### config.mk
export PLATFORM = sky130hd
export DESIGN_NAME = stopwatch_ctrl_flat
export DESIGN_NICKNAME = d
export VERILOG_FILES = /design/src/rtl/stopwatch_pkg.sv /design/src/rtl/stopwatch_ctrl_if.sv /design/src/rtl/btn_edge.sv /design/src/rtl/stopwatch_ctrl.sv /design/src/flat_wrapper.sv
export SDC_FILE = /design/constraint.sdc
export NUM_CORES = 1
export LEC_CHECK = 0
export ABC_AREA = 1
export CAP_MARGIN = 20
export CORE_MARGIN = 2
export CORE_UTILIZATION = 50
export CTS_BUF_LIST = sky130_fd_sc_hd__clkbuf_8
export CTS_CLUSTER_DIAMETER = 50
export DETAILED_ROUTE_END_ITERATION = 8
export GPL_TIMING_DRIVEN = 0
export HOLD_SLACK_MARGIN = 0.02
export PLACE_DENSITY = 0.77
export SYNTH_ARGS = -nofsm -noshare
export SYNTH_HDL_FRONTEND = slang
export SYNTH_SLANG_ARGS = --single-unit
### constraint.sdc
create_clock -name clk -period 1.7 [get_ports clk]
set_input_delay 0.255 -clock clk [delete_from_list [all_inputs] [get_ports clk]]
set_output_delay 0.255 -clock clk [all_outputs]
set_load 0.005 [all_outputs]
### src/rtl/stopwatch_pkg.sv
// rtl/stopwatch_pkg.sv - state encodings and sizing constants for the stopwatch controller
package stopwatch_pkg;

  localparam logic [1:0] ST_IDLE  = 2'b00;
  localparam logic [1:0] ST_RUN   = 2'b01;
  localparam logic [1:0] ST_PAUSE = 2'b10;
  localparam logic [1:0] ST_FULL  = 2'b11;

  localparam int DIG_W  = 4;
  localparam int NDIG   = 4;
  localparam int DISP_W = DIG_W * NDIG;

  // 50 MHz system clock down to the 100 Hz hundredths tick
  localparam int CLK_DIV_DEFAULT = 500000;

endpackage

### src/rtl/stopwatch_ctrl_if.sv
// rtl/stopwatch_ctrl_if.sv - button, counter-chain and display signals of stopwatch_ctrl
interface stopwatch_ctrl_if;
  import stopwatch_pkg::*;

  logic              btn_ss;
  logic              btn_clr;
  logic              btn_lap;
  logic              sat;
  logic [DISP_W-1:0] d_in;
  logic              tick;
  logic              run_en;
  logic              clr;
  logic [1:0]        state;
  logic [DISP_W-1:0] disp;
  logic              lap_hold;

  modport master (
    input  btn_ss, btn_clr, btn_lap, sat, d_in,
    output tick, run_en, clr, state, disp, lap_hold
  );

  modport slave (
    output btn_ss, btn_clr, btn_lap, sat, d_in,
    input  tick, run_en, clr, state, disp, lap_hold
  );

endinterface

### src/rtl/btn_edge.sv
// rtl/btn_edge.sv - 2-FF button synchronizer with registered one-cycle rising-edge pulse
module btn_edge (
  input  logic clk,
  input  logic rst,
  input  logic btn,
  output logic pulse
);

  logic       s1;
  logic       s2;
  logic       s3;
  logic [2:0] vld;

  // vld gates the detector until s3 holds a real sample, so a button held
  // through reset release never looks like a fresh press
  always_ff @(posedge clk or negedge rst) begin
    if (!rst) begin
      s1    <= 1'b0;
      s2    <= 1'b0;
      s3    <= 1'b0;
      vld   <= 3'b000;
      pulse <= 1'b0;
    end else begin
      s1    <= btn;
      s2    <= s1;
      s3    <= s2;
      vld   <= {vld[1:0], 1'b1};
      pulse <= s2 & ~s3 & vld[2];
    end
  end

endmodule

### src/rtl/stopwatch_ctrl.sv
// rtl/stopwatch_ctrl.sv - stopwatch FSM, tick prescaler and display lap hold
// Optional lap-hold path enabled by defining STOPWATCH_LAP_EN.
module stopwatch_ctrl
  import stopwatch_pkg::*;
#(
  parameter int CLK_DIV = CLK_DIV_DEFAULT
) (
  input logic              clk,
  input logic              rst,
  stopwatch_ctrl_if.master sw
);

  localparam int            CW       = (CLK_DIV > 1) ? $clog2(CLK_DIV) : 1;
  localparam logic [CW-1:0] CNT_LAST = CW'(CLK_DIV - 1);

  logic          p_ss;
  logic          p_clr;
  logic [1:0]    state_q;
  logic [1:0]    state_nxt;
  logic [CW-1:0] cnt;
  logic          run_q;
  logic          clr_q;

  btn_edge u_ss  (.clk(clk), .rst(rst), .btn(sw.btn_ss),  .pulse(p_ss));
  btn_edge u_clr (.clk(clk), .rst(rst), .btn(sw.btn_clr), .pulse(p_clr));

  // clear wins over start/stop and saturation in the same cycle
  always_comb begin
    state_nxt = state_q;
    if (p_clr) begin
      state_nxt = ST_IDLE;
    end else begin
      case (state_q)
        ST_IDLE:  if (p_ss) state_nxt = ST_RUN;
        ST_RUN: begin
          if (sat_in()) state_nxt = ST_FULL;
          else if (p_ss) state_nxt = ST_PAUSE;
        end
        ST_PAUSE: if (p_ss) state_nxt = ST_RUN;
        default:  state_nxt = state_q;
      endcase
    end
  end

  function automatic logic sat_in();
    return sw.sat;
  endfunction

  // prescaler only moves in RUN so a resume finishes the interrupted period
  always_ff @(posedge clk or negedge rst) begin
    if (!rst) begin
      state_q <= ST_IDLE;
      run_q   <= 1'b0;
      clr_q   <= 1'b0;
      cnt     <= '0;
    end else begin
      state_q <= state_nxt;
      run_q   <= (state_nxt == ST_RUN);
      clr_q   <= p_clr;
      if (p_clr) begin
        cnt <= '0;
      end else if (state_q == ST_RUN) begin
        cnt <= (cnt == CNT_LAST) ? '0 : cnt + CW'(1);
      end
    end
  end

  assign sw.tick   = (state_q == ST_RUN) && (cnt == CNT_LAST);
  assign sw.run_en = run_q;
  assign sw.clr    = clr_q;
  assign sw.state  = state_q;

`ifdef STOPWATCH_LAP_EN
  logic              p_lap;
  logic [DISP_W-1:0] hold_q;
  logic              hold_on;

  btn_edge u_lap (.clk(clk), .rst(rst), .btn(sw.btn_lap), .pulse(p_lap));

  // a lap press only freezes while running, but always releases a frozen display
  always_ff @(posedge clk or negedge rst) begin
    if (!rst) begin
      hold_q  <= '0;
      hold_on <= 1'b0;
    end else if (p_clr) begin
      hold_on <= 1'b0;
    end else if (p_lap) begin
      if (hold_on) begin
        hold_on <= 1'b0;
      end else if (state_q == ST_RUN) begin
        hold_q  <= sw.d_in;
        hold_on <= 1'b1;
      end
    end
  end

  assign sw.lap_hold = hold_on;
  assign sw.disp     = hold_on ? hold_q : sw.d_in;
`else
  logic unused_btn_lap;
  assign unused_btn_lap = sw.btn_lap;
  assign sw.lap_hold    = 1'b0;
  assign sw.disp        = sw.d_in;
`endif

endmodule

### src/flat_wrapper.sv
// flat-port wrapper written by rule: the top's interface ports become plain ports
module stopwatch_ctrl_flat import stopwatch_pkg::*;
#(
  parameter int CLK_DIV = CLK_DIV_DEFAULT
)
  (clk, rst, sw_btn_ss, sw_btn_clr, sw_btn_lap, sw_sat, sw_d_in, sw_tick, sw_run_en, sw_clr, sw_state, sw_disp, sw_lap_hold);
  stopwatch_ctrl_if sw_i ();
  input logic clk;
  input logic rst;
  input wire logic [$bits(sw_i.btn_ss)-1:0] sw_btn_ss;
  input wire logic [$bits(sw_i.btn_clr)-1:0] sw_btn_clr;
  input wire logic [$bits(sw_i.btn_lap)-1:0] sw_btn_lap;
  input wire logic [$bits(sw_i.sat)-1:0] sw_sat;
  input wire logic [$bits(sw_i.d_in)-1:0] sw_d_in;
  output wire logic [$bits(sw_i.tick)-1:0] sw_tick;
  output wire logic [$bits(sw_i.run_en)-1:0] sw_run_en;
  output wire logic [$bits(sw_i.clr)-1:0] sw_clr;
  output wire logic [$bits(sw_i.state)-1:0] sw_state;
  output wire logic [$bits(sw_i.disp)-1:0] sw_disp;
  output wire logic [$bits(sw_i.lap_hold)-1:0] sw_lap_hold;
  assign sw_i.btn_ss = sw_btn_ss;
  assign sw_i.btn_clr = sw_btn_clr;
  assign sw_i.btn_lap = sw_btn_lap;
  assign sw_i.sat = sw_sat;
  assign sw_i.d_in = sw_d_in;
  assign sw_tick = sw_i.tick;
  assign sw_run_en = sw_i.run_en;
  assign sw_clr = sw_i.clr;
  assign sw_state = sw_i.state;
  assign sw_disp = sw_i.disp;
  assign sw_lap_hold = sw_i.lap_hold;
  stopwatch_ctrl #(.CLK_DIV(CLK_DIV)) u_core (.clk(clk), .rst(rst), .sw(sw_i));
endmodule
; Word level (Yosys, flattened, before mapping)
; Cells that the tools add are included.
[word_totals]
register_bits = 37
input_bits = 22
out_inout_bits = 22
wordCells = 37
[op_classes]
add_sub_neg = 1
n_eq_ne = 4
muxes = 8
bitwise_logic = 6
n_reduce_logical = 4
[ops]
columns = operator, n
row1 = $mux 19, 3
row2 = $add 19x1->19 const B, 1
row3 = $eq 19x19->1 const B, 1
row4 = $mux 2, 4
row5 = $and 1x1->1, 4
row6 = $eq 2x1->1 const B, 2
row7 = $pmux 2 s2, 1
row8 = $eq 2x2->1 const B, 1
row9 = $logic_not 2->1, 1
row10 = $not 1->1, 2
row11 = $reduce_bool 2->1, 1
row12 = $reduce_or 2->1, 1
row13 = $logic_and 1x1->1, 1

; Logic depth before layout (Yosys ltp)
[depth]
depth_word = 5
mapped_depth = 10
depth_no_buf = 10

; By module
; From an unflattened synthesis, not the netlist that was laid out.
[unflattened]
hier_cells = 228
hier_area_um2 = 1915.6
[by_module_without_submodules]
columns = mod, n_inst, cells_per_inst, area_per_inst_um2, seq_area_each_um2
row1 = stopwatch_ctrl, 1, 208, 1537.7, 575.6
row2 = btn_edge, 2, 10, 188.9, 175.2

; Worst setup path after synthesis
; Ideal clock, no wire load.
[synth_timing]
path_type = reg-to-reg
from = register u_core.cnt[0]
to = register u_core.cnt[9]
setup_time_ns = 0.119
arrival_time_ns = 1.240
required_time_ns = 1.581
path_slack_ns = 0.342
path_stages_with_launch = 11
n_path_buf = 0
period_less_slack_ns = 1.358
path_cell_list = dfrtp_1 ha_1 nand2_2 nor2_4 inv_1 nor2_1 nand2_1 nand2_1 nand2_1 clkinv_2 nor2_1
[synth_between]
elab_chain_len = 4
elab_cells_between_ends = 5
cone_classes = add/sub: 1 / eq/ne: 1 / mux: 3
[synth_rtl]
columns = item, line_no
row1 = start: declaration, stopwatch_ctrl.sv:20  ; logic [CW-1:0] cnt;
row2 = start signal: assignment, stopwatch_ctrl.sv:63  ; cnt <= (cnt == CNT_LAST) ? '0 : cnt + CW'(1);
row3 = $add 19x1->19 or $eq 19x19->1 (tied branches), stopwatch_ctrl.sv:63
row4 = $mux 19 *, stopwatch_ctrl.sv:63
row5 = $mux 19 *, stopwatch_ctrl.sv:62  ; end else if (state_q == ST_RUN) begin
row6 = $mux 19 *, stopwatch_ctrl.sv:60  ; if (p_clr) begin
; Mark *: on every way between the ends. The rest lies on a longest branch, timed or not. The select of a mux whose other input is x is not followed.
; A chain may end at the register's enable or synchronous reset.

; Worst setup path in the final report
[layout_timing]
from = register u_core.cnt[12]
to = output sw_tick
[layout_between]
elab_chain_len = 2
[layout_rtl]
columns = item, line_no
row1 = $eq 19x19->1, stopwatch_ctrl.sv:68  ; assign sw.tick = (state_q == ST_RUN) && (cnt == CNT_LAST);
row2 = $logic_and 1x1->1, stopwatch_ctrl.sv:68
row3 = end: declaration, flat_wrapper.sv:15  ; output wire logic [$bits(sw_i.tick)-1:0] sw_tick;
; Every way passes these cells.

==> run summary <==
status: finished with violations
violated checks: negative setup slack
CP bufs+invs: 1
CP Launch Type: register
DRC Markers: 0
# setup viols final: 1
Final period util: 1.04
minimum clock period: 1.76 ns
Slew HR: 0.516
I/O Pins: 44
Worst Setup Path Type: reg2out
Antenna Nets Post-Route: 0
WL/cell: 11.6 um
number of synthesized flops with an enable pin: 0
Synth area leaders: dfrtp_1 48%, nand2_1 11%, buf_4 7.1%
largest net degree at the start of global routing: 35
vias in the first global route: 1301
Top cell by count, worst path: nand2_1
Fmax: 568 MHz
core area: 3390 um2
most frequent cells in the layout: 51 x nand2_1, 31 x dfrtp_1, 23 x clkdlybuf4s50_1
Max-Cap Viols: 0
vias: 1420
Synth Warn #: 0
CTS Buf Count: 5
CP Max Fanout: 6
CP max stage delay: 0.45 ns
Post-Synthesis Cells: 212
die area: 4080 um2
Hold Slack: 0.0266 ns
port buffer count: 25
Netlist cell types: 30
GR Overflow Total: 0
Post-Route Setup TNS: -0.0609 ns
clock sink count: 34
VDD IR-drop max: 0.000516 V
Final Hold Viols: 0
initial antenna violation count: 0
Synth Net Count: 235
Synth top area share: 0.475
sequential fraction of the synthesis area: 0.475
share of cells above drive strength 1: 0.241
CTS Hold Bufs: 0
# diodes: 0
required time worst endpoint: 1.44 ns
fin. max-slew vios: 0
dominant cell type by area after synthesis: dfrtp_1
Core Rows: 21
clk slew on worst S/H paths: 0.07 ns
synthesized area per cell: 8.45 um2
asr flop ratio synth: 1.00
Layout area overhead: 27.9%
Post-DP HPWL: 2360 um
initial core utilization: 0.528
PwrDens: 972 nW/um2
Pre-Repair DR Iteration Count: 4
Placer Congestion: 0.897
Die W: 63.8 um
critical path cell sequence: nor2_2 > nand2_1 > nor2_1 > nand2_1 > nor4_2 > buf_2
clock insertion delay at the later pin of the skew report: 0.28 ns
CP arrival: 1.51 ns
Hold Path Class: in2async
root buf cell: clkbuf_8
CP endpoint kind: output port
slowest CP cell: dfrtp_2
Max Buffers Root-to-Sink: 2
Post-Route Skew: 0.00333 ns
final net count: 271
Post-Syn Area: 1790 um2
final setup margin: -0.0609 ns
most common cell after layout, fill and taps aside: nand2_1
Top FF cell, synth: dfrtp_1
CP top delay family: simple AND/OR/NAND/NOR gates
die height: 63.8 um
RSZ-0062 raised after global routing: true
GRT Total Usage: 0.187
CTS tree: done
synthesized flop and latch total: 34
number of vias per cell: 4.81
first-pass GRT wire length: 5820 um
H-tree depth: 2
Slew @ Worst Pin: 0.726 ns
drt first-iter violations: 103
final wirelength: 3430 um
Lkg Pwr: 1.05 nW
-- metal layers --
| metal | wire length (um) | track usage | vias up |
|---|---|---|---|
| li1 | - | - | 727 |
| met2 | 1550 | 0.281 | 51 |
| met3 | 177 | 0.0563 | 9 |
| met1 | 1630 | 0.239 | 633 |
| met5 | 0 | 0 | - |
| met4 | 82 | 0.106 | 0 |
-- metrics by stage --
step | setup slack [ns] | utilization | cell area, um2 | cells | power, mW
3_5_place_dp | -0.248 | 0.618 | 2090 | 283 | 1.26
5_1_grt | -0.182 | 0.676 | 2290 | 295 | 2.33
3_3_place_gp | -0.284 | 0.619 | 2100 | 283 | 1.25
6_report | -0.0609 | 0.676 | 2290 | 295 | 2.23
4_1_cts | 0.00819 | 0.665 | 2250 | 292 | 2.18
2_1_floorplan | 0.342 | - | 1790 | 212 | 1.12
-- layout make-up --
type | count | area (um2)
Inverter | 20 | 77.6
Timing Repair Buffer | 29 | 270
Buffer | 18 | 139
Tap cell | 46 | 57.6
Clock inverter | 2 | 60.1
Sequential cell | 34 | 855
Multi-Input combinational cell | 140 | 748
Fill cell | 257 | 1100
Clock buffer | 6 | 82.6
-- final timing paths --
check	from	to	slack, ns	depth (start not counted)
hold / removal	rst	u_core.u_ss.vld[0]$_DFF_PN0_	0.03	1
setup / recovery	u_core.cnt[12]$_DFFE_PN0P_	sw_tick	-0.06	6
max in group asynchronous	rst	u_core.cnt[12]$_DFFE_PN0P_	1.17	1
min in group clk	u_core.u_ss.vld[1]$_DFF_PN0_	u_core.u_clr.vld[2]$_DFF_PN0_	0.35	0
hold reg to reg	u_core.u_ss.vld[1]$_DFF_PN0_	u_core.u_clr.vld[2]$_DFF_PN0_	0.35	0
setup reg to reg	u_core.cnt[0]$_DFFE_PN0P_	u_core.cnt[5]$_DFFE_PN0P_	0.12	11
-- state kept, by name, summed over array words and instances (netlist names) --
| name | flops |
|---|---|
| u_core.cnt | 19 |
| u_core.sw.clr | 1 |
| u_core.sw.run_en | 1 |
| u_core.sw.state | 2 |
| u_core.u_clr.pulse | 1 |
| u_core.u_clr.s1 | 1 |
| u_core.u_clr.s2 | 1 |
| u_core.u_clr.s3 | 1 |
| u_core.u_clr.vld | 1 |
| u_core.u_ss.pulse | 1 |
| u_core.u_ss.s1 | 1 |
| u_core.u_ss.s2 | 1 |
| u_core.u_ss.s3 | 1 |
| u_core.u_ss.vld | 2 |
-- kinds of logic after synthesis --
kind of cell	synth area share
AOI/OAI and AO/OA	0.0475
adders and majority gates	0.00699
buffers and inverters	0.120
xor gates and xnor gates	0.0342
other	0.00419
DFF	0.475
and+or+nand+nor	0.312
-- what timing repair did --
| action | CTS | global route |
|---|---|---|
| pin swaps | 2 | 0 |
| setup endpoints to repair | 1 | 10 |
| gates resized for setup | 10 | 3 |
| setup buffers | 1 | 3 |
-- cell usage after synthesis, types with 3 or more instances --
master	count
nand2_1	51
o21ai_0	3
nand4_1	5
nor2_4	3
nand3_1	18
a21oi_1	3
dfrtp_1	34
inv_2	4
inv_1	14
o21ai_1	3
nor2_2	5
nor2_1	23
xor2_1	4
xnor2_1	3
buf_4	17
-- where the power goes --
group	switching, mW	leakage, nW	internal, mW
Clock	0.287	0.0714	0.625
Sequential	0.0674	0.439	0.881
Combinational	0.164	0.545	0.201
Total	0.518	1.05	1.71
-- worst reg2reg max path, stage by stage (launching register included) --
cell,delay (ns)
dfrtp_1,0.41
ha_4,0.16
nand2_2,0.07
nor2_4,0.10
buf_4,0.15
inv_1,0.04
nor2_1,0.09
nand2_1,0.09
nand2_1,0.07
nand2_1,0.10
inv_4,0.12
nor2_1,0.06
(Power assumes the default switching activity.)
